### config.mk
export PLATFORM = sky130hd
export DESIGN_NAME = rv32i_wb_arbiter
export DESIGN_NICKNAME = d
export VERILOG_FILES = /design/src/rtl/rv32i_wb_pkg.sv /design/src/rtl/rv32i_scoreboard.sv /design/src/rtl/rv32i_wb_arbiter.sv
export SDC_FILE = /design/constraint.sdc
export NUM_CORES = 1
export LEC_CHECK = 0
export ABC_AREA = 1
export CAP_MARGIN = 20
export CORE_MARGIN = 2
export CORE_UTILIZATION = 30
export CTS_CLUSTER_DIAMETER = 30
export CTS_CLUSTER_SIZE = 40
export DETAILED_ROUTE_END_ITERATION = 16
export PLACE_DENSITY = 0.65
export SLEW_MARGIN = 20
export SYNTH_ARGS = -nofsm -noshare
export SYNTH_HDL_FRONTEND = slang
export SYNTH_SLANG_ARGS = --single-unit
### constraint.sdc
create_clock -name clk -period 2.8 [get_ports clk]
set_input_delay 0.7 -clock clk [delete_from_list [all_inputs] [get_ports clk]]
set_output_delay 0.7 -clock clk [all_outputs]
set_load 0.005 [all_outputs]
### src/rtl/rv32i_wb_pkg.sv
// Shared widths and the arbitration port-select type for the
// writeback arbiter and its register scoreboard.
package rv32i_wb_pkg;

  localparam int REG_ADDR_W = 4;
  localparam int NUM_REGS   = 16;
  localparam int XLEN       = 32;

  typedef enum logic {
    PORT_A = 1'b0,
    PORT_B = 1'b1
  } port_sel_e;

  function automatic port_sel_e other_port(input port_sel_e p);
    return (p == PORT_A) ? PORT_B : PORT_A;
  endfunction

endpackage

### src/rtl/rv32i_scoreboard.sv
// Destination-register busy bits: set on reservation, cleared on
// register-file write, wiped on flush. x0 is never busy.
module rv32i_scoreboard
  import rv32i_wb_pkg::*;
(
  input  logic                  clk,
  input  logic                  rst,
  input  logic                  res_valid,
  input  logic [REG_ADDR_W-1:0] res_addr,
  output logic                  res_ready,
  input  logic                  clr_en,
  input  logic [REG_ADDR_W-1:0] clr_addr,
  input  logic                  flush,
  input  logic [REG_ADDR_W-1:0] rs1_addr,
  input  logic [REG_ADDR_W-1:0] rs2_addr,
  output logic                  rs1_busy,
  output logic                  rs2_busy
);

  logic [NUM_REGS-1:0] busy_q;
  logic [NUM_REGS-1:0] busy_d;
  logic                res_fire;
  logic                res_zero;

  assign res_zero  = (res_addr == '0);
  assign res_ready = res_zero | ~busy_q[res_addr];
  assign res_fire  = res_valid & res_ready & ~res_zero;

  assign rs1_busy = busy_q[rs1_addr];
  assign rs2_busy = busy_q[rs2_addr];

  // Set is applied after clear so a fresh reservation survives a
  // same-edge write to that register.
  always_comb begin
    busy_d = busy_q;
    if (clr_en) begin
      busy_d[clr_addr] = 1'b0;
    end
    if (flush) begin
      busy_d = '0;
    end else if (res_fire) begin
      busy_d[res_addr] = 1'b1;
    end
    busy_d[0] = 1'b0;
  end

  always_ff @(posedge clk or posedge rst) begin
    if (rst) begin
      busy_q <= '0;
    end else begin
      busy_q <= busy_d;
    end
  end

endmodule

### src/rtl/rv32i_wb_arbiter.sv
// Two-port round-robin writeback arbiter with registered RF write port.
// Optional forwarding outputs are enabled with WB_BYPASS_EN.
module rv32i_wb_arbiter
  import rv32i_wb_pkg::*;
#(
  parameter logic PRIO_RESET = 1'b0
) (
  input  logic                  clk,
  input  logic                  rst,
  input  logic                  a_valid,
  output logic                  a_ready,
  input  logic [REG_ADDR_W-1:0] a_addr,
  input  logic [XLEN-1:0]       a_data,
  input  logic                  b_valid,
  output logic                  b_ready,
  input  logic [REG_ADDR_W-1:0] b_addr,
  input  logic [XLEN-1:0]       b_data,
  input  logic                  res_valid,
  input  logic [REG_ADDR_W-1:0] res_addr,
  output logic                  res_ready,
  input  logic                  flush,
  input  logic [REG_ADDR_W-1:0] rs1_addr,
  input  logic [REG_ADDR_W-1:0] rs2_addr,
  output logic                  rs1_busy,
  output logic                  rs2_busy,
  output logic [REG_ADDR_W-1:0] rf_rd_addr,
  output logic [XLEN-1:0]       rf_rd_data,
  output logic                  rf_rd_we
`ifdef WB_BYPASS_EN
  ,
  output logic                  byp1_hit,
  output logic                  byp2_hit,
  output logic [XLEN-1:0]       byp_data
`endif
);

  port_sel_e             ptr_q;
  port_sel_e             ptr_d;
  logic                  we_q;
  logic                  we_d;
  logic [REG_ADDR_W-1:0] addr_q;
  logic [REG_ADDR_W-1:0] addr_d;
  logic [XLEN-1:0]       data_q;
  logic [XLEN-1:0]       data_d;
  logic                  a_xfer;
  logic                  b_xfer;
  logic                  sb_rs1_busy;
  logic                  sb_rs2_busy;

  // At most one ready is high whenever both ports request.
  assign a_ready = ~b_valid | (ptr_q == PORT_A);
  assign b_ready = ~a_valid | (ptr_q == PORT_B);
  assign a_xfer  = a_valid & a_ready;
  assign b_xfer  = b_valid & b_ready;

  always_comb begin
    ptr_d = ptr_q;
    if (a_xfer && b_valid) begin
      ptr_d = other_port(PORT_A);
    end else if (b_xfer && a_valid) begin
      ptr_d = other_port(PORT_B);
    end
  end

  always_comb begin
    we_d   = 1'b0;
    addr_d = addr_q;
    data_d = data_q;
    unique case (1'b1)
      a_xfer: begin
        addr_d = a_addr;
        data_d = a_data;
        we_d   = (a_addr != '0);
      end
      b_xfer: begin
        addr_d = b_addr;
        data_d = b_data;
        we_d   = (b_addr != '0);
      end
      default: ;
    endcase
  end

  always_ff @(posedge clk or posedge rst) begin
    if (rst) begin
      ptr_q  <= port_sel_e'(PRIO_RESET);
      we_q   <= 1'b0;
      addr_q <= '0;
      data_q <= '0;
    end else begin
      ptr_q  <= ptr_d;
      we_q   <= we_d;
      addr_q <= addr_d;
      data_q <= data_d;
    end
  end

  assign rf_rd_we   = we_q;
  assign rf_rd_addr = addr_q;
  assign rf_rd_data = data_q;

  rv32i_scoreboard u_sb (
    .clk      (clk),
    .rst      (rst),
    .res_valid(res_valid),
    .res_addr (res_addr),
    .res_ready(res_ready),
    .clr_en   (we_q),
    .clr_addr (addr_q),
    .flush    (flush),
    .rs1_addr (rs1_addr),
    .rs2_addr (rs2_addr),
    .rs1_busy (sb_rs1_busy),
    .rs2_busy (sb_rs2_busy)
  );

`ifdef WB_BYPASS_EN
  assign byp1_hit = we_q & (rs1_addr == addr_q) & (rs1_addr != '0);
  assign byp2_hit = we_q & (rs2_addr == addr_q) & (rs2_addr != '0);
  assign byp_data = data_q;
  assign rs1_busy = sb_rs1_busy & ~byp1_hit;
  assign rs2_busy = sb_rs2_busy & ~byp2_hit;
`else
  assign rs1_busy = sb_rs1_busy;
  assign rs2_busy = sb_rs2_busy;
`endif

endmodule

==> results.ini <==
[drt]
drcViolationCount=0
drt_iter0_drc=190
routedWlPerCell_um=14.9
vias_per_cell=5.04
total_number_of_vias=3445
postRouteWirelength_um=10200
route.antenna.remaining_nets=0
first_pass_iters=5

[cells_and_area]
drive_gt1_share_pct=10.6
area.growth.synth_to_final_pct=52.9
num_antenna_cells=0
postLayoutCellArea_um2=4730
mostFrequentLayoutCells=sky130_fd_sc_hd__clkdlybuf4s50_1, sky130_fd_sc_hd__nor2_1, sky130_fd_sc_hd__o21ai_0
final_common_cell=sky130_fd_sc_hd__clkdlybuf4s50_1
final_net_count=636
post_layout_instance_count_excluding_filler_cells=683

[hold_path]
timing.hold.worst.class=register to register
worst_hold_startpoint=rf_rd_data[16]

[critical_path]
worstPathRequired_ns=2.10
setup.reg_to_reg.worst_slack_ns=1.20
critPathArrivalTime_ns=1.89
crit_path_end=res_ready
critical_path.startpoint=res_addr[0]
worstPathMaxFanout=9
reg2reg_depth=7
worstReg2RegEnd=rf_rd_data[31]
reg2reg_from=ptr_q
setup.worst_path.start_class=input port
critical_path.endpoint_type=output port
timing_worst_setup_path_type=input port to output port

[sta]
finalSetupViolCount=0
fmax_mhz=387
final.period_utilization_pct=92.3
hold_violations=0
setup_total_negative_slack_ns=0
max-slew-margin-rel_pct=48.9
maxSlewViolCount=0
rsz0062_at_grt=false
post-route-min-period_ns=2.59
worst_pin_slew_ns=0.764
skew_ns=0.0125

[grt]
grt_start_max_net_pins=40
grt_pass1_wl_um=16200
first_global_vias=3337
track_usage_pct=18.1
grt_remaining_overflow=0
antenna_found_initial=0

[place]
place_hpwl_um=7590
port_buffers=131
dpl.cell_count=673
placedInstanceArea_um2=4610
place.gp.congestion=0.889

[clock_network]
tritoncts_num_sinks=53
h-tree-depth=2
tritoncts.num_buffers=5
tritoncts=built
hold_buffers=0
root_buffer=sky130_fd_sc_hd__clkbuf_8
clock_insertion_delay_worst_skew_ns=0.31
cts_buffer_depth=2
clkTransAtPathRegs_ns=0.11

[logic_synthesis]
synth_cells=414
primary_ff_master_synth=sky130_fd_sc_hd__dfrtp_1
synth_warnings=0
synth_fa_ha_area_share_pct=0
mappedNetlistArea_um2=3090
fraction_of_synthesized_cell_area_in_xor_and_xnor_cells_pct=0
synth-simple-area-share_pct=26.2
synth-edff-count=0
post_synth_num_cell_types=26
main_combinational_cell_family_by_area_after_synthesis=simple AND/OR/NAND/NOR gates
synthMuxAreaShare_pct=0
ys_async_sr_fraction_pct=100
synth_top_cells_by_area=sky130_fd_sc_hd__dfrtp_1, sky130_fd_sc_hd__o21ai_0, sky130_fd_sc_hd__nor2_1
synthesis.nets=504
synth_seq_area_share_pct=42.9
synth_top_cell_area_share_pct=42.9
postSynthRegisterBits=53
synth_top_area_cell=sky130_fd_sc_hd__dfrtp_1
postSynthAreaPerCell_um2=7.47
synth_compound_area_share_pct=23.9

[die]
initial_core_util_pct=30.4
die-area_um2=11100
floorplan.die.height_um=106
chipWidth_um=106
number_of_placement_rows=37
floorplan_core_area_um2=10200
num_io_pins=132

[pwr]
power_density_nw_per_um2=442
power_mw=2.09
static_leakage_nw=1.96
worst_case_vdd_ir_drop_mv=0.272

[run_status]
outcome=complete, no violations

[flow_run]
cap_viol_max_count=0

[worst max-delay path, cell delays in order]
cell and delay, ns:
sky130_fd_sc_hd__dlygate4sd2_1 0.26, sky130_fd_sc_hd__buf_6 0.14, sky130_fd_sc_hd__inv_6 0.08, sky130_fd_sc_hd__nor2_2 0.05, sky130_fd_sc_hd__nand2_1 0.07, sky130_fd_sc_hd__nand3_1 0.09, sky130_fd_sc_hd__nand2_1 0.08, sky130_fd_sc_hd__nand2_2 0.06
sky130_fd_sc_hd__nor2_4 0.12, sky130_fd_sc_hd__dlygate4sd2_1 0.24
[kinds of logic (layout without fill, tap and decap cells)]
| logic type | after synthesis | count (layout) |
|---|---|---|
| AO/OA/AOI/OAI | 133 | 133 |
| flip-flops | 53 | 53 |
| AND/OR/NAND/NOR | 180 | 180 |
| buffers and inverters | 48 | 181 |
[cells in the mapped netlist, types with 2 or more instances]
cell                       instances
sky130_fd_sc_hd__o22ai_1           9
sky130_fd_sc_hd__a21oi_2           9
sky130_fd_sc_hd__nand3_2           9
sky130_fd_sc_hd__nand2_1          50
sky130_fd_sc_hd__clkinv_1          2
sky130_fd_sc_hd__inv_1            22
sky130_fd_sc_hd__buf_2             8
sky130_fd_sc_hd__o21ai_0          63
sky130_fd_sc_hd__nor2_1           68
sky130_fd_sc_hd__a21oi_1          42
sky130_fd_sc_hd__nor4_1            2
sky130_fd_sc_hd__o211ai_1          3
sky130_fd_sc_hd__clkbuf_1         11
sky130_fd_sc_hd__nand3_1          47
sky130_fd_sc_hd__nand2_2           3
sky130_fd_sc_hd__o31ai_1           4
sky130_fd_sc_hd__dfrtp_1          53
[final cells by class]
type                            instances  area, um2
Tap cell                              136        170
Timing Repair Buffer                  148       1480
Clock inverter                          2       17.5
Multi-Input combinational cell        313       1560
Fill cell                            1016       5450
Sequential cell                        53       1330
Clock buffer                            6       82.6
Inverter                               25       98.8
[state kept, by name, summed over array words and instances (netlist names)]
name and count:
rf_rd_data 32, u_sb.busy_q 15, rf_rd_addr 4, ptr_q 1
rf_rd_we 1
[repair_timing]
action,4_1_cts,5_1_grt
hold endpoints to repair,0,0
endpoints found under the setup margin,3,2
setup buffers,0,1
gates resized for setup,18,4
cloned,1,0
pin swaps,1,2
[stage by stage]
stage	utilization (%)	hold WS, ns	setup slack [ns]
2_1_floorplan	-	0.499	0.576
3_3_place_gp	45.3	0.493	-0.266
3_5_place_dp	45.3	0.504	-0.340
4_1_cts	46.3	0.529	0.00271
5_1_grt	46.4	0.546	0.108
6_report	46.4	0.522	0.215
[layer usage]
layer | wire length [um] | vias up | GRT usage [%]
li1 | - | 1677 | -
met1 | 4290 | 1585 | 23.1
met2 | 4540 | 171 | 28.9
met3 | 1210 | 12 | 7.67
met4 | 117 | 0 | 3.38
met5 | 0 | - | 0
[how the worst min path moves through the flow]
stage | endpoint | cells past startpoint
finish | rf_rd_data[16] | 2
global route | rf_rd_data[0] | 2
CTS | rf_rd_data[3] | 2
detailed placement | rf_rd_data[3] | 2
global placement | rf_rd_data[29] | 2
floorplan | ptr_q | 2
[where the power goes]
| group | switching (mW) | total [mW] | internal, mW |
|---|---|---|---|
| logic | 0.301 | 0.681 | 0.380 |
| registers | 0.0797 | 0.940 | 0.861 |
| clock network | 0.263 | 0.469 | 0.206 |
No activity file was read; power rests on OpenSTA's default activity.
